===== config.mk =====
export PLATFORM = sky130hd
export DESIGN_NAME = mux_scan_sequencer
export DESIGN_NICKNAME = d
export VERILOG_FILES = /design/src/rtl/comptest_pkg.sv /design/src/rtl/cycle_down_counter.sv /design/src/rtl/mux_scan_sequencer.sv
export SDC_FILE = /design/constraint.sdc
export NUM_CORES = 1
export LEC_CHECK = 0
export ABC_AREA = 0
export BUFFER_PORTS_ARGS = -buffer_cell sky130_fd_sc_hd__buf_2
export CAP_MARGIN = 20
export CORE_ASPECT_RATIO = 0.6
export CORE_MARGIN = 5
export CORE_UTILIZATION = 25
export DETAILED_ROUTE_END_ITERATION = 10
export GPL_ROUTABILITY_DRIVEN = 0
export HOLD_SLACK_MARGIN = 0.12
export MAX_ROUTING_LAYER = met4
export SLEW_MARGIN = 20
export SYNTH_ARGS = -nofsm -noshare
export SYNTH_HDL_FRONTEND = slang
export SYNTH_SLANG_ARGS = --single-unit

===== constraint.sdc =====
create_clock -name clock -period 3.9 [get_ports clock]
set_input_delay 0.78 -clock clock [delete_from_list [all_inputs] [get_ports clock]]
set_output_delay 0.78 -clock clock [all_outputs]
set_load 0.01 [all_outputs]

===== src/rtl/comptest_pkg.sv =====
// Shared definitions for the comparator test board: address width default,
// scan sequencer state encoding and modulo address addition.
package comptest_pkg;

  localparam int ADR_W_DEFAULT = 4;
  localparam int ADR_MAX_W     = 16;

  typedef enum logic [2:0] {
    S_IDLE,
    S_SETUP,
    S_SETTLE,
    S_FIRE,
    S_HOLD,
    S_DONE
  } scan_state_t;

  // Callers truncate the result to their own address width, which supplies the wrap.
  function automatic logic [ADR_MAX_W-1:0] adr_add(input logic [ADR_MAX_W-1:0] a,
                                                   input logic [ADR_MAX_W-1:0] b);
    return a + b;
  endfunction

endpackage


===== src/rtl/cycle_down_counter.sv =====
// Loadable down counter that stops at zero; used for the settle and hold timers.
module cycle_down_counter #(
  parameter int W = 16
) (
  input  logic         clock,
  input  logic         reset_n,
  input  logic         load,
  input  logic [W-1:0] load_val,
  input  logic         en,
  output logic         zero
);

  logic [W-1:0] count;

  always_ff @(posedge clock) begin
    if (!reset_n) begin
      count <= '0;
    end else if (load) begin
      count <= load_val;
    end else if (en && (count != '0)) begin
      count <= count - 1'b1;
    end
  end

  assign zero = (count == '0);

endmodule


===== src/rtl/mux_scan_sequencer.sv =====
// Channel sweep sequencer driving the high/med/low pulse-injection mux addresses.
// Optional build macro MUX_SCAN_CONFLICT_CHECK_EN adds conflict_err and skips conflicting channels.
module mux_scan_sequencer
  import comptest_pkg::*;
#(
  parameter int SETTLE_CYCLES = 16,
  parameter int HOLD_CYCLES   = 4,
  parameter int ADR_W         = ADR_W_DEFAULT
) (
  input  logic             clock,
  input  logic             reset_n,
  input  logic             start,
  input  logic             abort,
  input  logic [ADR_W-1:0] first_ch,
  input  logic [ADR_W-1:0] last_ch,
  input  logic [ADR_W-1:0] med_offset,
  input  logic [ADR_W-1:0] high_offset,
  input  logic [7:0]       repeat_cnt,
  output logic [ADR_W-1:0] low_adr,
  output logic [ADR_W-1:0] med_adr,
  output logic [ADR_W-1:0] high_adr,
  output logic             mux_en,
  output logic             pulse,
  output logic             busy,
  output logic             done
`ifdef MUX_SCAN_CONFLICT_CHECK_EN
  ,
  output logic             conflict_err
`endif
);

  localparam int CNT_W = 16;
  // Timers hold the number of cycles remaining after the current one, so the
  // state is left on the cycle the counter reads zero.
  localparam logic [CNT_W-1:0] SETTLE_LOAD = CNT_W'(SETTLE_CYCLES - 1);
  localparam logic [CNT_W-1:0] HOLD_LOAD   = CNT_W'(HOLD_CYCLES - 1);

  scan_state_t      state;
  logic [ADR_W-1:0] last_cfg;
  logic [ADR_W-1:0] med_off_cfg;
  logic [ADR_W-1:0] high_off_cfg;
  logic [7:0]       rep_cfg;
  logic [7:0]       pulses_left;
  logic [7:0]       rep_eff;
  logic [ADR_W-1:0] low_next;
  logic             settle_zero;
  logic             hold_zero;
  logic             chan_end;

  function automatic logic [ADR_W-1:0] wrap_add(input logic [ADR_W-1:0] a,
                                                input logic [ADR_W-1:0] b);
    return ADR_W'(adr_add(ADR_MAX_W'(a), ADR_MAX_W'(b)));
  endfunction

  assign rep_eff  = (repeat_cnt == 8'd0) ? 8'd1 : repeat_cnt;
  assign low_next = wrap_add(low_adr, ADR_W'(1));

  cycle_down_counter #(.W(CNT_W)) u_settle_cnt (
    .clock    (clock),
    .reset_n  (reset_n),
    .load     (state == S_SETUP),
    .load_val (SETTLE_LOAD),
    .en       (state == S_SETTLE),
    .zero     (settle_zero)
  );

  cycle_down_counter #(.W(CNT_W)) u_hold_cnt (
    .clock    (clock),
    .reset_n  (reset_n),
    .load     (state == S_FIRE),
    .load_val (HOLD_LOAD),
    .en       (state == S_HOLD),
    .zero     (hold_zero)
  );

  // A channel ends after its last hold, or straight from SETUP when its addresses collide.
  always_comb begin
    chan_end = (state == S_HOLD) && hold_zero && (pulses_left == 8'd0);
`ifdef MUX_SCAN_CONFLICT_CHECK_EN
    if ((state == S_SETUP) &&
        ((low_adr == med_adr) || (low_adr == high_adr) || (med_adr == high_adr))) begin
      chan_end = 1'b1;
    end
`endif
  end

  always_ff @(posedge clock) begin
    if (!reset_n) begin
      state        <= S_IDLE;
      low_adr      <= '0;
      med_adr      <= '0;
      high_adr     <= '0;
      mux_en       <= 1'b0;
      pulse        <= 1'b0;
      busy         <= 1'b0;
      done         <= 1'b0;
      pulses_left  <= 8'd0;
`ifdef MUX_SCAN_CONFLICT_CHECK_EN
      conflict_err <= 1'b0;
`endif
    end else begin
      pulse <= 1'b0;
      done  <= 1'b0;
      if (abort) begin
        // Addresses deliberately keep their last value on abort.
        state  <= S_IDLE;
        mux_en <= 1'b0;
        busy   <= 1'b0;
      end else if (chan_end) begin
        mux_en <= 1'b0;
`ifdef MUX_SCAN_CONFLICT_CHECK_EN
        if (state == S_SETUP) begin
          conflict_err <= 1'b1;
        end
`endif
        if (low_adr == last_cfg) begin
          state <= S_DONE;
          done  <= 1'b1;
        end else begin
          state       <= S_SETUP;
          low_adr     <= low_next;
          med_adr     <= wrap_add(low_next, med_off_cfg);
          high_adr    <= wrap_add(low_next, high_off_cfg);
          pulses_left <= rep_cfg;
        end
      end else begin
        case (state)
          S_IDLE: begin
            if (start) begin
              state        <= S_SETUP;
              busy         <= 1'b1;
              mux_en       <= 1'b0;
              last_cfg     <= last_ch;
              med_off_cfg  <= med_offset;
              high_off_cfg <= high_offset;
              rep_cfg      <= rep_eff;
              pulses_left  <= rep_eff;
              low_adr      <= first_ch;
              med_adr      <= wrap_add(first_ch, med_offset);
              high_adr     <= wrap_add(first_ch, high_offset);
`ifdef MUX_SCAN_CONFLICT_CHECK_EN
              conflict_err <= 1'b0;
`endif
            end
          end
          S_SETUP: begin
            state  <= S_SETTLE;
            mux_en <= 1'b1;
          end
          S_SETTLE: begin
            if (settle_zero) begin
              state <= S_FIRE;
              pulse <= 1'b1;
            end
          end
          S_FIRE: begin
            state       <= S_HOLD;
            pulses_left <= pulses_left - 8'd1;
          end
          S_HOLD: begin
            if (hold_zero) begin
              state <= S_FIRE;
              pulse <= 1'b1;
            end
          end
          S_DONE: begin
            state <= S_IDLE;
            busy  <= 1'b0;
          end
          default: begin
            state  <= S_IDLE;
            mux_en <= 1'b0;
            busy   <= 1'b0;
          end
        endcase
      end
    end
  end

endmodule


==> impl_metrics.yaml <==
yosys:
  async_flop_share_pct: 0
  synth_compound_area_share_pct: 13.78
  synth_area_leaders: "dfxtp_1, edfxtp_1, xnor2_1, ha_1, nor2_1"
  yosysTopAreaCell: "dfxtp_1"
  synth_cells: 438
  synth_top_area_share_pct: 28.78
  ys_seq_area_share_pct: 43.41
  ys_warn_count: 0
  yosys-mux-area-fraction_pct: 0.5183
  synth_top_family_by_area: "simple AND/OR/NAND/NOR gates"
  synth_nets: 488
  synth_edf_count: 20
  yosysMostFrequentCell: "dfxtp_1"
  synth_flop_cell: "dfxtp_1"
  synth_fa_ha_area_share_pct: 7.439
  avgSynthCellArea_sq_um: 9.370
  synth_simple_gate_area_share_pct: 20.27
  synth_commonest_cells: "dfxtp_1, nor2_1, a21oi_1, nand2_1, xnor2_1"
  synth_cell_types: 55
  synth_xor_area_share_pct: 10.46
  syn_area_sq_um: 4104
  synth-seq-cells: 79
run_status:
  status: "complete, no violations"
timing:
  setup_viol: 0
  max-slew-margin-rel_pct: 48.47
  fin_crit_sh_pct: 82.27
  fmax_mhz: 311.7
  hold_viol_final: 0
  drv_slew: 0
  finalCriticalPeriod_ns: 3.208
  holdWs_ns: 0.4650
  fin_tns_setup_ns: 0
  fin_skew_ns: 0.007444
  rsz0062_at_grt: "false"
  tightest_slew_ns: 0.7659
cts:
  cts_max_path_buffers: 2
  clockRootBuffer: "clkbuf_16"
  hold_buffers: 0
  h-tree-depth: 3
  post-cts-setup-buffers: 0
  path_clk_slew_ns: 0.06
  clock_sinks: 79
  clkLatencyLatePin_ns: 0.34
  numCtsBuffers: 9
  cts_tree: "done"
  post_cts_resized: 0
drt:
  detail_route.first_pass.iterations: 4
  wl_per_cell_microns: 14.33
  vias: 3199
  wirelength_microns: 9784
  via_per_inst: 4.684
  drc: 0
  ant_nets: 0
  drt_iter0_markers: 225
hold_path:
  min_path_type: "flip-flop to flip-flop"
  worstHoldPathCells: 2
  hold_path_startpoint: "med_adr[3]"
  min_to: "med_adr[3]"
finish:
  fin_nets: 519
  final_layout_size_suffix_gt1_share_pct: 14.98
  antenna_cells: 0
  fillers: 1645
  area_growth_pct: 17.16
floorplanning:
  ios: 44
  die_y_microns: 109.2
  row_count: 36
  die_w_microns: 175.4
  core_area_sq_um: 16170
  initial_core_util_pct: 25.38
  die_area_sq_um: 19160
worst_setup_path:
  critPathMaxStageDelay_ns: 0.71
  crit_required_ns: 4.13
  crit_slowest_cell: "or4_1"
  start_kind: "flip-flop"
  crit_chain: "or4_1, nor4_4, nand3_4, o22ai_2, o21ai_0, a31o_1"
  critPathArrivalTime_ns: 3.44
  critPathBufInv: 0
  critPathCaptureType: "flip-flop"
  reg2reg_depth: 6
  r2r_start: "u_hold_cnt.count[6]"
  critPathKind: "flip-flop to flip-flop"
  rr_endpoint: "low_adr[2]"
  rrSetupSlack_ns: 0.69
  cp_max_fo: 21
  cp_top_family: "simple AND/OR/NAND/NOR gates"
grt:
  grtUsageTotal_pct: 10.99
  grt_max_degree: 22
  grt_pass1_wl_microns: 16100
  grt-ovfl-total: 0
  grt_pass1_vias: 3078
  antenna_found_initial: 0
power:
  power_density_nw_per_um2: 423.3
  p_leak_nw: 1.887
  ir_drop_v: 0.0001896
place:
  io_buffers: 43
  hpwlAfterDp_microns: 7259
job:
  cap_violations: 0
worst reg2reg max path: cells and delay by family (launching register included):
kind / cells / cell delay [ns]
compound gates: 3 / 1.23
flops: 1 / 0.35
simple gates: 3 / 1.53
worst max-delay path by stage:
| stage | cells past startpoint | from | endpoint | slack, ns |
|---|---|---|---|---|
| after CTS | 6 | u_hold_cnt.count[6] | low_adr[2] | 0.71 |
| after global placement | 6 | u_hold_cnt.count[6] | low_adr[2] | 0.89 |
| after floorplan | 7 | state[0] | high_off_cfg[0] | 0.71 |
| final | 6 | u_hold_cnt.count[6] | low_adr[2] | 0.69 |
| after global routing | 6 | u_hold_cnt.count[6] | low_adr[2] | 0.44 |
| after detailed placement | 6 | u_hold_cnt.count[6] | low_adr[2] | 0.75 |
cells in the final DEF, fill, tap and decap left out, types with 2 or more instances in the layout:
master and instances:
o21ai_0 10, nand2b_1 6, dfxtp_1 59, clkbuf_16 9, nor3_1 18, or2_2 2, o211a_1 2, and3_1 5
nand3_1 3, nand3b_1 3, nand2_1 30, bufinv_16 2, inv_1 15, nor4b_1 2, o211ai_1 11, nor4_1 10
xnor2_1 29, a21o_1 6, or4_1 6, or3_1 5, edfxtp_1 20, a211oi_1 7, buf_2 43, a311oi_1 5
nor2b_1 3, buf_4 3, fa_1 4, xor2_1 20, a31oi_1 3, nor2_1 55, ha_1 18, a21oi_1 30
cell families (layout without fill, tap and decap cells):
| family | after synthesis | in the layout |
|---|---|---|
| and+or+nand+nor | 160 | 160 |
| AOI/OAI and AO/OA | 85 | 85 |
| DFF | 79 | 79 |
| xor gates and xnor gates | 49 | 49 |
| buffers and inverters | 41 | 77 |
| adders and majority gates | 22 | 22 |
| muxes | 2 | 2 |
state kept, by name, indices dropped and copies added, names as in the netlist, 3 cells and up:
signal,cells
high_adr,4
high_off_cfg,4
last_cfg,4
low_adr,4
med_adr,4
med_off_cfg,4
pulses_left,8
rep_cfg,8
state,3
u_hold_cnt.count,16
u_settle_cnt.count,16
where the power goes:
group,internal (mW),switching [mW]
clock network,0.559,0.336
logic,0.104,0.141
registers,0.868,0.0262
total,1.53,0.504
routing by layer:
layer	GRT usage (%)	wire length, microns
met5	-	0
met4	3.473	100
met3	3.257	514
met2	15.60	4242
met1	15.03	4927
final cells by class:
cell class	count	area [sq um]	area share [%]
multi-input cells	318	2158	44.89
flip-flops and latches	79	1782	37.05
well taps	209	261.5	5.438
repair buffers	46	237.7	4.944
clock buffers	10	229.0	4.762
clock inverters	6	83.83	1.743
inverters	15	56.30	1.171
stage by stage:
| step | power, mW | area, sq um | util [%] | setup WS [ns] | std cells |
|---|---|---|---|---|---|
| floorplan | 1.078 | 4104 | - | 0.7065 | 438 |
| global placement | 1.151 | 4496 | 27.80 | 0.8946 | 667 |
| detailed placement | 1.155 | 4496 | 27.80 | 0.7515 | 667 |
| CTS | 2.059 | 4808 | 29.74 | 0.7135 | 683 |
| global route | 2.131 | 4808 | 29.74 | 0.4434 | 683 |
| finish | 2.035 | 4808 | 29.74 | 0.6916 | 683 |
Power figures use the tool's default switching activity.
